$ cat src/rtl/frame_capture_pkg.sv
// Shared constants for the frame capture bank: status byte layout, read-map offsets
// and the default header that qualifies a thermostat frame.
package frame_capture_pkg;

    localparam int STAT_OVERRUN = 7;
    localparam int STAT_PENDING = 6;
    localparam int STAT_FRESH   = 5;
    localparam int STAT_FREEZE  = 4;

    localparam logic [63:0] DEFAULT_KNOWN_HEADER = 64'hAAAAAAAA_0DFFFFFE;

    // The status and reject-count bytes sit directly after the payload bytes.
    function automatic int addr_status(input int payload_bytes);
        return payload_bytes;
    endfunction

    function automatic int addr_reject(input int payload_bytes);
        return payload_bytes + 1;
    endfunction

endpackage

$ cat src/rtl/frame_event_detect.sv
// One event per rising edge of the decoder's frame_full level, qualified by a
// header compare into accept or reject.
module frame_event_detect
    import frame_capture_pkg::*;
#(
    parameter int                     HEADER_BITS  = 64,
    parameter logic [HEADER_BITS-1:0] KNOWN_HEADER = HEADER_BITS'(DEFAULT_KNOWN_HEADER)
) (
    input  logic                   clock,
    input  logic                   reset,
    input  logic                   frame_full,
    input  logic [HEADER_BITS-1:0] frame_header,
    output logic                   accept,
    output logic                   reject
);

    logic full_q;
    logic rise;

    // NOTE: state registers use non-blocking assignments so every flop samples
    // pre-edge values; blocking here would create ordering-dependent races.
    always_ff @(posedge clock or negedge reset) begin
        if (!reset) full_q <= 1'b0;
        else        full_q <= frame_full;
    end

    assign rise   = frame_full & ~full_q;
    assign accept = rise & (frame_header == KNOWN_HEADER);
    assign reject = rise & ~accept;

endmodule

$ cat src/rtl/frame_capture_bank.sv
// Captures qualified decoder frames into a byte-addressable bank with a
// freeze/pending double buffer, status flags, counters and a registered read port.
module frame_capture_bank
    import frame_capture_pkg::*;
#(
    parameter int                     PAYLOAD_BYTES = 4,
    parameter int                     HEADER_BITS   = 64,
    parameter logic [HEADER_BITS-1:0] KNOWN_HEADER  = HEADER_BITS'(DEFAULT_KNOWN_HEADER),
    parameter int                     ADDR_W        = 3
) (
    input  logic                       clock,
    input  logic                       reset,
    input  logic                       frame_full,
    input  logic [HEADER_BITS-1:0]     frame_header,
    input  logic [PAYLOAD_BYTES*8-1:0] frame_payload,
    input  logic                       freeze,
    input  logic                       ack,
    input  logic [ADDR_W-1:0]          address,
    output logic [7:0]                 parallel_out,
    output logic                       fresh,
    output logic                       overrun
);

    localparam int                PW          = PAYLOAD_BYTES * 8;
    localparam logic [ADDR_W-1:0] STATUS_ADDR = ADDR_W'(addr_status(PAYLOAD_BYTES));
    localparam logic [ADDR_W-1:0] REJECT_ADDR = ADDR_W'(addr_reject(PAYLOAD_BYTES));

    logic          accept, reject;
    logic [PW-1:0] visible_q, visible_d;
    logic [PW-1:0] pending_bank_q, pending_bank_d;
    logic          pending_q, pending_d;
    logic          fresh_q, fresh_d;
    logic          overrun_q, overrun_d;
    logic [3:0]    frame_count_q;
    logic [7:0]    reject_count_q;
    logic [7:0]    visible_byte, status_byte, read_d;

    frame_event_detect #(
        .HEADER_BITS  (HEADER_BITS),
        .KNOWN_HEADER (KNOWN_HEADER)
    ) u_event_detect (
        .clock        (clock),
        .reset        (reset),
        .frame_full   (frame_full),
        .frame_header (frame_header),
        .accept       (accept),
        .reject       (reject)
    );

    // Set conditions are applied after ack so that a coincident set wins.
    // NOTE: every combinational output gets a default first; a path that leaves
    // one unassigned would infer a latch.
    always_comb begin
        visible_d      = visible_q;
        pending_bank_d = pending_bank_q;
        pending_d      = pending_q;
        fresh_d        = fresh_q;
        overrun_d      = overrun_q;
        if (ack) begin
            fresh_d   = 1'b0;
            overrun_d = 1'b0;
        end
        if (accept) begin
            if (pending_q) overrun_d = 1'b1;
            if (freeze) begin
                pending_bank_d = frame_payload;
                pending_d      = 1'b1;
            end else begin
                visible_d = frame_payload;
                pending_d = 1'b0;
                fresh_d   = 1'b1;
            end
        end else if (!freeze && pending_q) begin
            visible_d = pending_bank_q;
            pending_d = 1'b0;
            fresh_d   = 1'b1;
        end
    end

    // NOTE: the banks are reset along with the flags because the microcontroller
    // may read them before the first frame and must see zeros.
    always_ff @(posedge clock or negedge reset) begin
        if (!reset) begin
            visible_q      <= '0;
            pending_bank_q <= '0;
            pending_q      <= 1'b0;
            fresh_q        <= 1'b0;
            overrun_q      <= 1'b0;
            frame_count_q  <= 4'd0;
            reject_count_q <= 8'd0;
            parallel_out   <= 8'h00;
        end else begin
            visible_q      <= visible_d;
            pending_bank_q <= pending_bank_d;
            pending_q      <= pending_d;
            fresh_q        <= fresh_d;
            overrun_q      <= overrun_d;
            parallel_out   <= read_d;
            if (accept) frame_count_q <= frame_count_q + 4'd1;
            if (reject && reject_count_q != 8'hFF) reject_count_q <= reject_count_q + 8'd1;
        end
    end

    always_comb begin
        visible_byte = 8'h00;
        for (int k = 0; k < PAYLOAD_BYTES; k++) begin
            if (int'(address) == k) visible_byte = visible_q[k*8 +: 8];
        end
    end

    always_comb begin
        status_byte               = 8'h00;
        status_byte[STAT_OVERRUN] = overrun_q;
        status_byte[STAT_PENDING] = pending_q;
        status_byte[STAT_FRESH]   = fresh_q;
        status_byte[STAT_FREEZE]  = freeze;
        status_byte[3:0]          = frame_count_q;
    end

    // Read mux sees pre-edge state, so a read racing an update returns the old byte.
    always_comb begin
        read_d = 8'h00;
        if (int'(address) < PAYLOAD_BYTES) read_d = visible_byte;
        else if (address == STATUS_ADDR)   read_d = status_byte;
        else if (address == REJECT_ADDR)   read_d = reject_count_q;
    end

    assign fresh   = fresh_q;
    assign overrun = overrun_q;

endmodule

$ cat config.mk
export PLATFORM = sky130hd
export DESIGN_NAME = frame_capture_bank
export DESIGN_NICKNAME = d
export VERILOG_FILES = /design/src/rtl/frame_capture_pkg.sv /design/src/rtl/frame_event_detect.sv /design/src/rtl/frame_capture_bank.sv
export SDC_FILE = /design/constraint.sdc
export NUM_CORES = 1
export LEC_CHECK = 0
export CORE_MARGIN = 1.5
export CORE_UTILIZATION = 25
export CTS_CLUSTER_DIAMETER = 30
export DETAILED_ROUTE_END_ITERATION = 12
export PLACE_DENSITY = 0.56
export SLEW_MARGIN = 20
export SYNTH_ARGS = -nofsm -noshare
export SYNTH_HDL_FRONTEND = slang
export SYNTH_SLANG_ARGS = --single-unit
$ cat constraint.sdc
create_clock -name clock -period 2.9 [get_ports clock]
set_clock_uncertainty 0.05 [all_clocks]
set_input_delay 0.58 -clock clock [delete_from_list [all_inputs] [get_ports clock]]
set_output_delay 0.58 -clock clock [all_outputs]
set_load 0.005 [all_outputs]
==> results.cfg, run 1 <==
[placement]
port-buffer-count = 113
routabilityCongestion = 0.7591
place_area_um2 = 5863
place.detailed.instances = 718
place_hpwl_mm = 9.142
dp_worst_setup_slack_ns = -0.1972

[synth]
yosys.area.top_type = dfrtp_1
proportion_of_synthesized_area_in_mux_cells = 0.1303
synthXorXnorAreaFrac = 0.01965
most_instantiated_library_cell_after_synthesis = dfrtp_1
postSynth.topFlopCell = dfrtp_1
netlist_area_pre_place_um2 = 4457
seq_area_frac_synth = 0.4941
synthesis.yosys.warnings = 0
async_flop_share = 1.000
postSynthNetCount = 498
mean_syn_cell_area_um2 = 11.37
share_of_the_synthesized_area_in_the_top_cell_type = 0.4941
synthDistinctLibCells = 45
synth_top_family_by_area = simple AND/OR/NAND/NOR gates
yosys.area_share.simple = 0.1631
postSynthCellCount = 392
ys_seq_elements = 88
ys_top_cells_by_count = dfrtp_1 (88), nor2_1 (39), mux2_2 (33), or2_2 (33), o21ai_0 (32)
synth_edf_count = 0
synthTopCellsByArea = dfrtp_1 (49%), mux2_2 (8.3%), o221a_1 (7.3%)
synthAdderAreaFrac = 0.005615
synth_compound_gate_area_share = 0.1451

[floorplan]
die-area_um2 = 18640
initial_utilization = 0.2568
placementRows = 48
fp.dieH_um = 136.5
die_width_um = 136.5
ioPinCount = 114
core_area_um2 = 17360

[clock_network]
tritoncts = built
cts.repair_timing.setup_buffer_count = 0
clockBufferDepth = 2
clk_latency_ns = 0.34
h-tree-depth = 3
cts_resized = 0
cts-buffers-inserted = 9
clock_sinks = 88
clk_root_buffer_cell = clkbuf_16
hold_buffers = 0
path_clk_slew_ns = 0.06

[final_layout]
final_standard_cell_utilization_of_the_core = 0.3563
final_area_um2 = 6185
antenna_cells_inserted = 0
final_nets = 610
final-instance-count-excl-fill = 734
layout-area-overhead-vs-synth_pct = 38.77
final_layout_size_suffix_gt1_frac = 0.2161

[timing]
number_of_endpoints_with_negative_hold_slack_in_the_final_report = 0
layout_worst_path_cycle_share = 0.9440
finalWorstPathRequiredPeriod_ns = 2.737
final-setup-viol-count = 0
worst_hold_slack_ns = 0.2328
finalSetupTns_ns = 0
worst-slew-pin-transition_ns = 0.7283
grt_setup_unrepaired = false
fmax_mhz = 365.3
worst_slack_ns = 0.1625
maxSlewViolCount = 0
slew_headroom = 0.5145

[power_and_ir_drop]
clock_power_share = 0.394
p_leak_nw = 2.639
power_dissipated_by_switching_net_loads_mw = 0.7556
sequential_group_share_of_total_power = 0.458
cellInternalPower_mw = 2.393
cellPowerDensity_nw_per_um2 = 509.1
vdd.ir_drop.worst_uv = 268.9
power.switching_fraction = 0.2400
design_power_total_mw = 3.149
power_frac_comb = 0.148

[route]
remaining_antenna_violation_count = 0
drtIter0Drc = 261
route.vias.total = 3460
route.detailed.wl_per_inst_um = 16.76
count_of_unresolved_drc_violations_after_routing = 0
drt_first_pass_iters = 4
route.detailed.vias_per_inst = 4.714
route.final.wire_length_mm = 12.30

[worst_setup_path]
endpoint_kind = flop
reg2regPathDepth = 5
critical_path.max_fanout = 35
setup.worst_path.class = input pin to flop
worstSetupStartpointType = input pin
cp.arrival_ns = 2.97
required_ns = 3.13
timing.reg2reg.setup_slack_ns = 0.88

[grt]
antenna_found_initial = 0
grt_first_pass_wirelength_mm = 19.14
maximum_number_of_pins_on_one_net_before_global_route_repair = 56
groute.usage.overall = 0.1361
grt_overflow = 0
grt_pass1_vias = 3624

[worst_hold_path]
hp-class = input pin to async pin

[status]
run_status = completed

[flow_run]
max_cap_violations = 0
-- cells by family after synthesis --
family                     count (synthesis)
adders and majority gates                  2
muxes                                     50
buffers and inverters                     35
DFF                                       88
xor gates and xnor gates                  10
AOI/OAI and AO/OA                         82
and+or+nand+nor                          125
-- placed cells by master, fill, tap and decap left out, types with 5 or more instances in the layout --
cell,n
nand2_1,10
xnor2_1,8
or2_2,33
mux2_2,33
o221ai_1,5
dfrtp_1,88
o221a_1,29
clkdlybuf4s50_1,112
nor2_1,39
a21oi_1,6
buf_4,14
nand4_1,8
o21ai_0,32
inv_1,7
nand3_1,7
mux2i_1,13
clkbuf_16,9
-- flip-flops by register name (all words and copies together), names as in the netlist --
signal and flops:
u_event_detect.full_q 1, pending_bank_q 32, visible_q 32, pending_q 1
reject_count_q 8, fresh 1, frame_count_q 4, overrun 1
parallel_out 8
-- worst paths after layout --
path	to	from
max in group asynchronous	reject_count_q[7]	reset
hold / removal	pending_bank_q[25]	reset
setup / recovery	visible_q[3]	frame_header[44]
setup reg to reg	reject_count_q[1]	reject_count_q[0]
hold reg to reg	frame_count_q[3]	frame_count_q[3]
min in group clock	frame_count_q[3]	frame_count_q[3]
-- metal layers --
metal | GRT usage | wire length (um) | part of all wire
met5 | 0 | 0 | 0
met3 | 0.02852 | 885 | 0.072
met2 | 0.2328 | 5863 | 0.48
met1 | 0.1656 | 5321 | 0.43
met4 | 0.05733 | 231 | 0.019
-- power groups by stage --
stage / combinational (mW) / sequential [mW] / clock, mW
global placement: 0.463 / 1.46 / 0
detailed placement: 0.473 / 1.46 / 0
finish: 0.466 / 1.44 / 1.24
CTS: 0.474 / 1.44 / 1.27
floorplan: 0.219 / 1.42 / 0
global route: 0.515 / 1.45 / 1.32
-- area by class of cell --
| class | count | area, um^2 |
|---|---|---|
| Clock buffer | 9 | 225.2 |
| Fill cell | 1740 | 11170 |
| Tap cell | 225 | 281.5 |
| Multi-Input combinational cell | 269 | 2067 |
| Inverter | 7 | 26.28 |
| Clock inverter | 7 | 96.34 |
| Timing Repair Buffer | 129 | 1286 |
| Sequential cell | 88 | 2202 |
-- critical path, stage by stage --
cell and delay [ns]:
clkdlybuf4s50_1 0.41, or4b_4 0.56, nor4_4 0.37, nand3_4 0.13, buf_4 0.26, o21ai_2 0.21
buf_12 0.21, o221a_2 0.21
Note: power is estimated with default switching activity, not from simulation.
==> inputs of run 2 (changes only) <==
ABC_CLOCK_PERIOD_IN_PS = 2900   (was unset)
==> results of run 2 <==
Final layout, timing and power as in run 1 (identical DEF).
